### config.mk
export PLATFORM = sky130hd
export DESIGN_NAME = fusion_seq
export DESIGN_NICKNAME = d
export VERILOG_FILES = /design/src/rtl/fusion_pkg.sv /design/src/rtl/fusion_seq_perf.sv /design/src/rtl/fusion_seq.sv
export SDC_FILE = /design/constraint.sdc
export NUM_CORES = 1
export LEC_CHECK = 0
export ABC_CLOCK_PERIOD_IN_PS = 4100
export BUFFER_PORTS_ARGS = -buffer_cell sky130_fd_sc_hd__buf_2
export CAP_MARGIN = 40
export CORE_ASPECT_RATIO = 1.5
export CORE_UTILIZATION = 47
export CTS_CLUSTER_SIZE = 16
export DETAILED_ROUTE_END_ITERATION = 8
export PLACE_DENSITY = 0.93
export SLEW_MARGIN = 40
export SYNTH_ARGS = -nofsm -noshare
export SYNTH_HDL_FRONTEND = slang
export SYNTH_SLANG_ARGS = --single-unit
### constraint.sdc
create_clock -name clk -period 4.1 [get_ports clk]
set_input_delay 0.82 -clock clk [delete_from_list [all_inputs] [get_ports clk]]
set_output_delay 0.82 -clock clk [all_outputs]
set_load 0.1 [all_outputs]
### src/rtl/fusion_pkg.sv
// Shared types and constants for the fusion_seq job sequencer.
package fusion_pkg;

    localparam int unsigned PSUM_W = 52;

    localparam logic [3:0] WIDTH_1 = 4'd1;
    localparam logic [3:0] WIDTH_2 = 4'd2;
    localparam logic [3:0] WIDTH_4 = 4'd4;
    localparam logic [3:0] WIDTH_8 = 4'd8;

    typedef enum logic [1:0] {
        IDLE = 2'd0,
        RUN  = 2'd1,
        DONE = 2'd2
    } fusion_seq_state_t;

    function automatic logic fusion_width_legal(input logic [3:0] w);
        return (w == WIDTH_1) || (w == WIDTH_2) || (w == WIDTH_4) || (w == WIDTH_8);
    endfunction

endpackage

### src/rtl/fusion_seq_perf.sv
// Saturating stall counter with synchronous clear.
module fusion_seq_perf (
    input  logic        clk,
    input  logic        rst,
    input  logic        clr,
    input  logic        inc,
    output logic [31:0] cnt
);

    logic [31:0] cnt_q;
    logic [31:0] cnt_d;

    always_comb begin
        cnt_d = cnt_q;
        if (clr) begin
            cnt_d = '0;
        end else if (inc && (cnt_q != 32'hFFFF_FFFF)) begin
            cnt_d = cnt_q + 32'd1;
        end
    end

    always_ff @(posedge clk) begin
        if (rst) begin
            cnt_q <= '0;
        end else begin
            cnt_q <= cnt_d;
        end
    end

    assign cnt = cnt_q;

endmodule

### src/rtl/fusion_seq.sv
// Dot-product job sequencer driving an external combinational fusion_unit.
// Optional stall counter port enabled by FUSION_SEQ_PERF_EN.
module fusion_seq #(
    parameter int unsigned PSUM_W = fusion_pkg::PSUM_W,
    parameter int unsigned DATA_W = 8,
    parameter int unsigned LEN_W  = 16
) (
    input  logic              clk,
    input  logic              rst,
    input  logic              cfg_valid,
    output logic              cfg_ready,
    input  logic [3:0]        cfg_in_width,
    input  logic [3:0]        cfg_weight_width,
    input  logic              cfg_s_in,
    input  logic              cfg_s_weight,
    input  logic [LEN_W-1:0]  cfg_len,
    input  logic              op_valid,
    output logic              op_ready,
    input  logic [DATA_W-1:0] op_in,
    input  logic [DATA_W-1:0] op_weight,
    output logic [DATA_W-1:0] fu_in,
    output logic [DATA_W-1:0] fu_weight,
    output logic [3:0]        fu_in_width,
    output logic [3:0]        fu_weight_width,
    output logic              fu_s_in,
    output logic              fu_s_weight,
    output logic [PSUM_W-1:0] fu_psum_in,
    input  logic [PSUM_W-1:0] fu_psum_fwd,
    output logic              res_valid,
    input  logic              res_ready,
    output logic [PSUM_W-1:0] res_psum,
    output logic              res_err,
    output logic              busy
`ifdef FUSION_SEQ_PERF_EN
    ,
    output logic [31:0]       stall_cnt
`endif
);

    import fusion_pkg::*;

    fusion_seq_state_t state_q, state_d;
    logic [PSUM_W-1:0] acc_q, acc_d;
    logic [LEN_W-1:0]  remaining_q, remaining_d;
    logic              err_q, err_d;
    logic [3:0]        in_width_q, in_width_d;
    logic [3:0]        weight_width_q, weight_width_d;
    logic              s_in_q, s_in_d;
    logic              s_weight_q, s_weight_d;

    // State and held job registers
    always_ff @(posedge clk) begin
        if (rst) begin
            state_q        <= IDLE;
            acc_q          <= '0;
            remaining_q    <= '0;
            err_q          <= 1'b0;
            in_width_q     <= '0;
            weight_width_q <= '0;
            s_in_q         <= 1'b0;
            s_weight_q     <= 1'b0;
        end else begin
            state_q        <= state_d;
            acc_q          <= acc_d;
            remaining_q    <= remaining_d;
            err_q          <= err_d;
            in_width_q     <= in_width_d;
            weight_width_q <= weight_width_d;
            s_in_q         <= s_in_d;
            s_weight_q     <= s_weight_d;
        end
    end

    // Next-state and accumulator update
    always_comb begin
        state_d        = state_q;
        acc_d          = acc_q;
        remaining_d    = remaining_q;
        err_d          = err_q;
        in_width_d     = in_width_q;
        weight_width_d = weight_width_q;
        s_in_d         = s_in_q;
        s_weight_d     = s_weight_q;
        case (state_q)
            IDLE: begin
                if (cfg_valid) begin
                    in_width_d     = cfg_in_width;
                    weight_width_d = cfg_weight_width;
                    s_in_d         = cfg_s_in;
                    s_weight_d     = cfg_s_weight;
                    acc_d          = '0;
                    remaining_d    = cfg_len;
                    err_d          = 1'b0;
                    if (!fusion_width_legal(cfg_in_width) || !fusion_width_legal(cfg_weight_width)) begin
                        err_d   = 1'b1;
                        state_d = DONE;
                    end else if (cfg_len == '0) begin
                        state_d = DONE;
                    end else begin
                        state_d = RUN;
                    end
                end
            end
            RUN: begin
                if (op_valid) begin
                    acc_d       = fu_psum_fwd;
                    remaining_d = remaining_q - LEN_W'(1);
                    if (remaining_q == LEN_W'(1)) begin
                        state_d = DONE;
                    end
                end
            end
            DONE: begin
                if (res_ready) begin
                    state_d = IDLE;
                end
            end
            default: state_d = IDLE;
        endcase
    end

    // Handshake and fusion_unit drive
    always_comb begin
        cfg_ready       = 1'b0;
        op_ready        = 1'b0;
        res_valid       = 1'b0;
        res_psum        = '0;
        res_err         = 1'b0;
        fu_in           = '0;
        fu_weight       = '0;
        busy            = (state_q != IDLE);
        fu_psum_in      = acc_q;
        fu_in_width     = in_width_q;
        fu_weight_width = weight_width_q;
        fu_s_in         = s_in_q;
        fu_s_weight     = s_weight_q;
        case (state_q)
            IDLE: cfg_ready = 1'b1;
            RUN: begin
                op_ready  = 1'b1;
                fu_in     = op_in;
                fu_weight = op_weight;
            end
            DONE: begin
                res_valid = 1'b1;
                res_psum  = acc_q;
                res_err   = err_q;
            end
            default: ;
        endcase
    end

`ifdef FUSION_SEQ_PERF_EN
    logic cfg_accept;
    logic stall_inc;

    assign cfg_accept = (state_q == IDLE) && cfg_valid;
    assign stall_inc  = ((state_q == RUN) && !op_valid) || ((state_q == DONE) && !res_ready);

    fusion_seq_perf u_perf (
        .clk (clk),
        .rst (rst),
        .clr (cfg_accept),
        .inc (stall_inc),
        .cnt (stall_cnt)
    );
`endif

endmodule

==> results.txt, run 1 <==
RSZ-0062 raised after global routing -> no
Antenna violations before repair -> 0
P_leak -> 2.662 nW
Synth Instances -> 475
CP Buf/Inv Count -> 2
Worst EP required -> 3280 ps
Synth Register Bits -> 81
Post-route cell area -> 5356 µm²
Nets -> 785
DIE WIDTH -> 76.49 µm
Kind of critical path -> reg2out
Least-Margin Pin Slew -> 652.7 ps
Residual DRC -> 0
Storage cell area -> 1622 µm²
Hpwl dp -> 8.856 mm
Crit path launch type -> flip-flop
Synth area leaders -> dfxtp_1 (41%), and2_1 (11%), a22oi_1 (10%)
Synth warn -> 0
PwrDens -> 421.9 nW/µm²
CTS tree -> done
Post-DP Area -> 5099 µm²
Commonest non-fill, non-tap cell in the layout -> buf_2
Worst hold path class -> reg2reg
Sw power -> 0.8463 mW
Worst hold slack -> 450.5 ps
Synth unique cells -> 55
Post-synth EDFFs -> 0
Pint -> 1.414 mW
Largest delay share family, worst path -> buffers and inverters
Iter 0 DRT Violations -> 373
Net Count, Synth -> 576
Largest net degree at the start of global routing -> 55
Seq pwr share -> 39.3%
H-tree depth -> 3
Post-synth top area cell -> dfxtp_1
Sw Ratio -> 37.45%
Placer Congestion -> 0.9660
Post-CTS sizing -> 0
Fmax -> 0.2750 GHz
Setup total negative slack -> 0 ps
Final Hold Vio Count -> 0
Clk root buf -> clkbuf_16
Outcome -> complete, no violations
Reg clk slew, reported paths -> 60 ps
Worst setup EP type -> output port
Slew Limit Headroom -> 56.25%
Multi-input gate area -> 2112 µm²
Clk network pwr share -> 31.4%
Setup Skew -> 4.888 ps
Fin crit period -> 3637 ps
Number of buffers created by CTS -> 9
Yosys top cell area share -> 41.46%
I/O Buffers -> 233
DR vias -> 4494
Sequential area share after synthesis -> 41.46%
Clk buf depth -> 2
Initial Utilization -> 48.54%
Grt ovf -> 0
Vias in the first global route -> 4207
Core Footprint -> 8058 µm²
Final setup viols -> 0
Die Ht -> 113.7 µm
CP max stage delay -> 720 ps
Via/cell ratio -> 5.681
DRT Wirelength -> 12.21 mm
Antenna Cells -> 0
Post-synthesis average cell area -> 8.234 µm²
Most frequent cells in the layout -> buf_2 (233), dfxtp_1 (81), nor2_1 (73), and2_1 (69), a22oi_1 (52)
First-pass GRT wire length -> 19.50 mm
Clk Latency, worst-skew pair -> 330 ps
Crit path cell chain -> nand2b_1 -> inv_1 -> and2_1 -> buf_2
Max-cap viol count -> 0
ANT nets after route -> 0
Ys async rst share -> 0%
DR WL/cell -> 15.44 µm
CP max stage cell -> dfxtp_1
Logic pwr share -> 29.3%
Share of post-route cells with drive strength above 1 -> 39.50%
Mapped Area -> 3911 µm²
Clock sinks -> 81
I/O pins -> 234
Part of the cycle the worst path needs -> 88.70%
Row cnt -> 40
Arrival @ worst endpoint -> 2820 ps
Area Overhead vs Synth -> 36.95%
Die Area -> 8698 µm²
Tot GR Track Use -> 27.93%
Critical Path Fanout Max -> 25
Postcts setup bufs -> 0
Main synth FF type -> dfxtp_1
Peak VDD IR -> 0.2562 mV
Fillers -> 645
Post-CTS Hold Buffers -> 0
Slew Limit Fails -> 0
First-pass iteration count of the detailed router -> 5
[logic make-up (layout without fill, tap and decap cells)]
kind of cell	count (synthesis)	in the layout	share of synthesized area, %
adders and majority gates	2	2	0.6397
DFF	81	81	41.46
AOI/OAI and AO/OA	118	118	21.50
xor gates and xnor gates	2	2	0.4479
and+or+nand+nor	221	221	30.49
buffers and inverters	49	260	4.895
muxes	2	2	0.5758
[synth_stat cells (3+ instances only)]
master,n
a211o_1,3
a211oi_1,6
a21o_1,3
a21oi_1,20
a22oi_1,52
a31oi_1,4
and2_1,69
buf_1,7
buf_2,6
clkbuf_1,26
dfxtp_1,81
inv_1,10
nand2_1,25
nand2b_1,3
nand3_1,5
nand4_1,3
nor2_1,73
nor2b_1,3
nor3_1,6
nor4_1,11
nor4b_1,4
o21ai_0,10
o221a_2,4
[state kept, by name (all words and copies together), names as in the netlist]
signal	count
err_q	1
fu_in_width	4
fu_psum_in	52
fu_s_in	1
fu_s_weight	1
fu_weight_width	4
remaining_q	16
state_q	2
[stage by stage]
step / utilization [%] / instances / worst slack (ps) / power [mW]
after global placement: 63.17 / 778 / 1069 / 1.546
final: 66.48 / 791 / 463.4 / 2.260
after global routing: 66.48 / 791 / 239.3 / 2.353
after floorplan: - / 475 / 635.7 / 1.406
after CTS: 66.48 / 791 / 500.0 / 2.270
after detailed placement: 63.28 / 778 / 902.0 / 1.558
[routing by layer]
layer  track usage [%]  vias to the layer above  routed length, µm
li1                  -                     2098                  -
met1             30.67                     2120               4656
met2             49.43                      233               6259
met3             4.800                       43                768
met4             18.21                        0                529
met5                 0                        -                  0
[tightest hold or removal path, cell delays in order, from the launching register on]
cell and delay, ps:
dfxtp_1 300, nand2_1 50, a21oi_1 50
[power groups by stage]
stage	Clock, mW	Sequential, mW	Combinational, mW
3_3_place_gp	0	0.899	0.647
6_report	0.709	0.888	0.662
2_1_floorplan	0	1.03	0.373
5_1_grt	0.756	0.894	0.702
4_1_cts	0.725	0.886	0.659
3_5_place_dp	0	0.902	0.655
[final timing paths]
kind                    from              to  slack, ps  depth (start not counted)
setup / recovery  state_q[0]        fu_in[1]        460                          4
hold / removal       fu_s_in         fu_s_in        450                          2
setup reg to reg  state_q[0]  remaining_q[2]       1590                          5
hold reg to reg      fu_s_in         fu_s_in        450                          2
[layout make-up]
type / instances / area share (%)
clock buffer: 10 / 4.462
tap: 105 / 2.453
clock inverter: 3 / 0.3504
inverter: 10 / 0.7008
sequential: 81 / 30.27
timing repair buffer: 237 / 22.33
multi-input combinational: 345 / 39.43
No activity file was read; power rests on OpenSTA's default activity.
==> inputs of run 2 (changes only) <==
--- a/config.mk
+++ b/config.mk
@@ -6,7 +6,7 @@
 export NUM_CORES = 1
 export LEC_CHECK = 0
 export ABC_CLOCK_PERIOD_IN_PS = 4100
-export BUFFER_PORTS_ARGS = -buffer_cell sky130_fd_sc_hd__buf_2
+export BUFFER_PORTS_ARGS = -buffer_cell sky130_fd_sc_hd__buf_4
 export CAP_MARGIN = 40
 export CORE_ASPECT_RATIO = 1.5
 export CORE_UTILIZATION = 47
@@ -16,4 +16,5 @@
 export SLEW_MARGIN = 40
 export SYNTH_ARGS = -nofsm -noshare
 export SYNTH_HDL_FRONTEND = slang
+export SYNTH_HIERARCHICAL = 1
 export SYNTH_SLANG_ARGS = --single-unit
==> run 2 against run 1 <==
  * Global-route usage increased by 1.8 points
  * Cell count increased by 0.25%
  * Setup slack improved by 110 ps
  * Clock power increased by 24%
  * Clock skew increased by 1.1 ps
  * First-iteration DRC count decreased by 3.2%
  * Non-clock buffer count decreased by 1
  * Maximum frequency increased by 3.2%
  * Design area increased by 12%
  * Combinational power increased by 7.9%
  * Critical endpoint is now fu_in[7]
  * Highest routed layer unchanged
==> results.txt, run 2 <==
Logic pwr share -> 28.8% (-0.5 points)
Yosys top cell area share -> 41.46% (unchanged)
Reg clk slew, reported paths -> 60 ps (about the same)
Clk Latency, worst-skew pair -> 330 ps (about the same)
End-of-flow core utilization -> 74.52% (+8.0 points)
Final setup viols -> 0 (unchanged)
Core Footprint -> 8058 µm² (unchanged)
Seq pwr share -> 35.9% (-3.4 points)
Number of buffers created by CTS -> 9 (unchanged)
Tot GR Track Use -> 29.74% (+1.8 points)
Antenna Cells -> 0 (unchanged)
Synth Instances -> 475 (unchanged)
Initial Utilization -> 48.54% (unchanged)
Most frequent cells in the layout -> buf_4 (236), dfxtp_1 (81), nor2_1 (73), and2_1 (69), a22oi_1 (52)
I/O pins -> 234 (unchanged)
Hpwl dp -> 9.575 mm (+8.1%)
Sw Ratio -> 35.08% (-2.4 points)
Clk root buf -> clkbuf_16
R2R Path Start -> state_q[0]
Vias in the first global route -> 4196 (-0.26%)
Worst Setup SP -> state_q[0]
Worst hold path class -> reg2reg
DRT Wirelength -> 13.24 mm (+8.5%)
Largest net degree at the start of global routing -> 76 (+38%)
Antenna violations before repair -> 0 (unchanged)
Placer Congestion -> 0.9109 (-5.7%)
Row cnt -> 40 (unchanged)
Critical Path Fanout Max -> 25 (unchanged)
DR WL/cell -> 16.70 µm (+8.2%)
Post-DP Area -> 5674 µm² (+11%)
Peak VDD IR -> 0.3137 mV (+22%)
Post-synth EDFFs -> 0 (unchanged)
First-pass iteration count of the detailed router -> 8 (+3)
I/O Buffers -> 233 (unchanged)
Mapped Area -> 3911 µm² (unchanged)
Commonest non-fill, non-tap cell in the layout -> buf_4
CTS tree -> done
Arrival @ worst endpoint -> 2700 ps (-120 ps)
Post-CTS sizing -> 0 (unchanged)
DR vias -> 4520 (+0.58%)
RSZ-0062 raised after global routing -> no
Setup Skew -> 5.988 ps (+1.100 ps)
Post-synthesis average cell area -> 8.234 µm² (unchanged)
H-tree depth -> 3 (unchanged)
Ys async rst share -> 0% (unchanged)
Synth area leaders -> dfxtp_1 (41%), and2_1 (11%), a22oi_1 (10%)
Worst hold start -> fu_weight_width[3]
Placed insts -> 777 (-0.13%)
Clk buf depth -> 2 (unchanged)
Via/cell ratio -> 5.700 (+0.32%)
Crit path launch type -> flip-flop
Fmax -> 0.2837 GHz (+3.2%)
P_leak -> 2.765 nW (+3.9%)
Kind of critical path -> reg2out
PwrDens -> 413.6 nW/µm² (-2.0%)
Grt ovf -> 0 (unchanged)
Synth Register Bits -> 81 (unchanged)
Synth warn -> 6 (+6)
Top cells by count, synth -> dfxtp_1 (81), nor2_1 (73), and2_1 (69)
Setup total negative slack -> 0 ps (unchanged)
Post-synth top area cell -> dfxtp_1
Part of the cycle the worst path needs -> 85.96% (-2.7 points)
Nets -> 784 (-0.13%)
Post-route cell area -> 6005 µm² (+12%)
Slew Limit Headroom -> 47.68% (-8.6 points)
Slew Limit Fails -> 0 (unchanged)
ANT nets after route -> 0 (unchanged)
DIE WIDTH -> 76.49 µm (unchanged)
Fillers -> 590 (-8.5%)
Fin crit period -> 3524 ps (-112.2 ps)
Sw power -> 0.8711 mW (+2.9%)
Clock sinks -> 81 (unchanged)
Worst EP required -> 3280 ps (about the same)
First-pass GRT wire length -> 20.44 mm (+4.8%)
Net Count, Synth -> 576 (unchanged)
Residual DRC -> 0 (unchanged)
Area Overhead vs Synth -> 53.52%
Least-Margin Pin Slew -> 784.8 ps (+132.2 ps)
Most numerous cell in the Yosys netlist -> dfxtp_1
Iter 0 DRT Violations -> 361 (-3.2%)
Max-cap viol count -> 0 (unchanged)
Sequential area share after synthesis -> 41.46% (unchanged)
Pint -> 1.612 mW (+14%)
Synth unique cells -> 55 (unchanged)
Die Ht -> 113.7 µm (unchanged)
Post-CTS Hold Buffers -> 0 (unchanged)
Outcome -> complete, no violations
Worst setup EP type -> output port
Final Hold Vio Count -> 0 (unchanged)
Postcts setup bufs -> 0 (unchanged)
Share of post-route cells with drive strength above 1 -> 39.53% (about the same)
Clk network pwr share -> 35.3% (+3.9 points)
Post-Layout Cell Count -> 793 (+0.25%)
Max reg flops -> 52 (unchanged)
Main synth FF type -> dfxtp_1
Die Area -> 8698 µm² (unchanged)
==> run 2: critical path, cell delays in order, from the launching register on <==
cell      delay [ps]
dfxtp_1          730
nand2b_1         520
inv_1            600
and2_1           220
buf_4            290
==> run 2: per-layer routing <==
layer	up-vias	share of wire, %	wire length, µm	global-route usage (%)
met1	2140	37	4924	33.08
met3	43	6.1	802	6.080
met2	235	53	7076	53.39
met4	0	3.3	441	15.13
li1	2102	-	-	-
met5	-	0	0	0
==> run 2: worst paths after layout <==
path | end | slack [ps] | cells after the start
worst max-delay path | fu_in[7] | 580 | 4
worst min-delay path | fu_weight_width[3] | 460 | 2
worst max register to register | remaining_q[2] | 1560 | 5
worst min register to register | fu_weight_width[3] | 460 | 2
==> run 2: final cells by class <==
cell class	count	area [µm²]	share of cell area [%]
repair buffers	236	1772	29.51
clock inverters	4	73.82	1.229
flip-flops and latches	81	1622	27.01
well taps	105	131.4	2.188
clock buffers	12	256.5	4.272
multi-input cells	345	2112	35.17
inverters	10	37.54	0.6251
==> run 2: power by group through the flow <==
stage | combinational [mW] | sequential (mW) | clock, mW
finish | 0.714 | 0.891 | 0.878
global route | 0.751 | 0.896 | 0.927
CTS | 0.710 | 0.888 | 0.890
detailed placement | 0.708 | 0.904 | 0
global placement | 0.695 | 0.901 | 0
floorplan | 0.373 | 1.03 | 0
==> run 2: kinds of logic after synthesis <==
| family | synth area share (%) |
|---|---|
| adders and majority gates | 0.6397 |
| xor gates and xnor gates | 0.4479 |
| buffers and inverters | 4.895 |
| and+or+nand+nor | 30.49 |
| AOI/OAI and AO/OA | 21.50 |
| muxes | 0.5758 |
| DFF | 41.46 |
==> run 2: through the flow <==
stage,setup WS [ps],hold slack [ps],total power [mW]
global route,378.3,478.5,2.574
finish,575.6,458.3,2.483
global placement,1165,442.1,1.596
detailed placement,1008,450.0,1.611
CTS,614.7,457.9,2.488
floorplan,635.7,449.4,1.406
==> inputs of run 3 (changes only) <==
--- a/config.mk
+++ b/config.mk
@@ -13,6 +13,7 @@
 export CTS_CLUSTER_SIZE = 16
 export DETAILED_ROUTE_END_ITERATION = 8
 export PLACE_DENSITY = 0.93
+export RECOVER_POWER = 50
 export SLEW_MARGIN = 40
 export SYNTH_ARGS = -nofsm -noshare
 export SYNTH_HDL_FRONTEND = slang
==> run 3 against run 2 <==
  * Register-to-register slack got worse by 400 ps
  * Die area is the same
  * Core utilization is 3.0 points lower
  * Count of clock-buffer cells in the layout did not move
  * Sequential share of layout area up 1.1 points
  * Sequential cell count unchanged
  * Clock power hardly changed
  * The flow now finishes with violations (capacitance limit, slew limit)
  * Clock skew about the same
  * Critical path type unchanged
  * Largest power group unchanged
==> results.txt, run 3 (synthesis results as in run 2) <==
Outcome -> complete, but fails checks
Failing checks -> capacitance limit, slew limit
Commonest non-fill, non-tap cell in the layout -> buf_4
Peak VDD IR -> 0.3156 mV (+0.60%)
Worst setup EP type -> output port
Largest net degree at the start of global routing -> 76 (unchanged)
CTS tree -> done
Clock sinks -> 81 (unchanged)
Reg2Reg Setup Slack -> 1160 ps (-400 ps)
Fillers -> 687 (+16%)
Critical Path Fanout Max -> 25 (unchanged)
Worst EP required -> 3280 ps (about the same)
Clk root buf -> clkbuf_16
Arrival @ worst endpoint -> 2710 ps (about the same)
Hold Crit Depth -> 2 (unchanged)
Sw power -> 0.8698 mW (-0.14%)
ANT nets after route -> 0 (unchanged)
R2R Path Start -> state_q[0]
Post-CTS sizing -> 0 (unchanged)
Iter 0 DRT Violations -> 342 (-5.3%)
Area Overhead vs Synth -> 47.38%
Final setup viols -> 0 (unchanged)
Post-CTS Hold Buffers -> 0 (unchanged)
CP max stage delay -> 740 ps (about the same)
Slew Limit Fails -> 76 (+76)
Die Ht -> 113.7 µm (unchanged)
Worst reg2reg path endpoint -> fu_psum_in[9]
Number of buffers created by CTS -> 9 (unchanged)
Max reg flops -> 52 (unchanged)
DR WL/cell -> 16.63 µm (-0.45%)
CP Buf/Inv Count -> 2 (unchanged)
Share of post-route cells with drive strength above 1 -> 30.23% (-9.3 points)
Postcts setup bufs -> 0 (unchanged)
Most frequent cells in the layout -> buf_4 (173), dfxtp_1 (81), nor2_1 (73), and2_1 (69), clkbuf_1 (63)
Worst Setup SP -> state_q[0]
Post-DP Area -> 5674 µm² (unchanged)
Slew Limit Headroom -> -1.990% (-50 points)
Power Total -> 2.464 mW (-0.79%)
Final Hold Vio Count -> 0 (unchanged)
PwrDens -> 427.4 nW/µm² (+3.3%)
Residual DRC -> 0 (unchanged)
Worst hold path class -> reg2reg
Pint -> 1.594 mW (-1.1%)
Vias in the first global route -> 4196 (unchanged)
Logic pwr share -> 28.2% (-0.6 points)
RSZ-0062 raised after global routing -> no
Reg2reg path depth -> 5 (unchanged)
Post-Layout Cell Count -> 793 (unchanged)
Crit path launch type -> flip-flop
Initial Utilization -> 48.54% (unchanged)
Fin crit period -> 3533 ps (+8.664 ps)
First-pass GRT wire length -> 20.44 mm (unchanged)
Sw Ratio -> 35.31% (+0.23 points)
Crit path cell chain -> nand2b_1 -> inv_1 -> and2_1 -> buf_4
I/O pins -> 234 (unchanged)
Fmax -> 0.2830 GHz (-0.25%)
Row cnt -> 40 (unchanged)
Antenna violations before repair -> 0 (unchanged)
DIE WIDTH -> 76.49 µm (unchanged)
Clk network pwr share -> 35.7% (+0.4 points)
Crit path to -> fu_in[7]
H-tree depth -> 3 (unchanged)
Via/cell ratio -> 5.660 (-0.71%)
CP max stage cell -> dfxtp_1
I/O Buffers -> 233 (unchanged)
Clk Latency, worst-skew pair -> 330 ps (about the same)
Kind of critical path -> reg2out
Die Area -> 8698 µm² (unchanged)
DRT Wirelength -> 13.18 mm (-0.45%)
Clk buf depth -> 2 (unchanged)
Placed insts -> 777 (unchanged)
Multi-input gate area -> 2107 µm² (-0.24%)
Grt ovf -> 0 (unchanged)
DR vias -> 4488 (-0.71%)
First-pass iteration count of the detailed router -> 7 (-1)
Hpwl dp -> 9.575 mm (unchanged)
Setup Skew -> 5.678 ps (-0.3101 ps)
Storage cell area -> 1622 µm² (unchanged)
Least-Margin Pin Slew -> 1530 ps (+745.0 ps)
CP Depth -> 4 (unchanged)
P_leak -> 2.502 nW (-9.5%)
Core Footprint -> 8058 µm² (unchanged)
Post-route cell area -> 5764 µm² (-4.0%)
Largest delay share family, worst path -> buffers and inverters
Max-cap viol count -> 1 (+1)
Seq pwr share -> 36.1% (+0.2 points)
Antenna Cells -> 0 (unchanged)
Placer Congestion -> 0.9109 (unchanged)
Nets -> 784 (unchanged)
Setup total negative slack -> 0 ps (unchanged)
Tot GR Track Use -> 29.74% (unchanged)
Worst hold slack -> 455.3 ps (-3.051 ps)
Reg clk slew, reported paths -> 60 ps (about the same)
Part of the cycle the worst path needs -> 86.17% (+0.21 points)
-- run 3: cell types whose count changed in the layout (fill, tap and decap cells not counted), sizes merged --
cell    change
buf        -63
clkbuf     +63
-- run 3: worst min-delay path by stage --
stage / slack, ps / startpoint / to
6_report: 460 / fu_weight_width[3] / fu_weight_width[3]
5_1_grt: 480 / fu_weight_width[0] / fu_weight_width[0]
4_1_cts: 460 / fu_weight_width[3] / fu_weight_width[3]
3_5_place_dp: 450 / fu_weight_width[3] / fu_weight_width[3]
3_3_place_gp: 440 / fu_s_weight / fu_s_weight
2_1_floorplan: 450 / remaining_q[13] / remaining_q[13]
-- run 3: worst min-delay path, stage by stage (launching register included) --
cell and delay [ps]:
dfxtp_1 310, nand2_1 50, a21oi_1 50
-- run 3: cell type report --
type / instances / share of cell area [%]
multi-input combinational: 345 / 36.55
sequential: 81 / 28.13
timing repair buffer: 236 / 26.66
clock buffer: 12 / 4.450
tap: 105 / 2.279
clock inverter: 4 / 1.281
inverter: 10 / 0.6512
-- run 3: power groups by stage --
stage	clock network [mW]	registers, mW	logic, mW
final	0.879	0.890	0.695
after global routing	0.927	0.895	0.732
after floorplan	0	1.03	0.373
after detailed placement	0	0.904	0.708
after global placement	0	0.901	0.695
after CTS	0.890	0.888	0.710
-- run 3: per-stage QoR --
stage / worst slack [ps] / util [%]
finish: 567.0 / 71.54
global route: 378.3 / 71.54
CTS: 614.7 / 74.52
detailed placement: 1008 / 70.42
global placement: 1165 / 70.31
floorplan: 635.7 / -
-- run 3: metal layers --
metal | part of all wire [%] | track usage (%)
met5 | 0 | 0
met2 | 53 | 53.39
met4 | 3.1 | 15.13
met3 | 6.2 | 6.080
met1 | 37 | 33.08
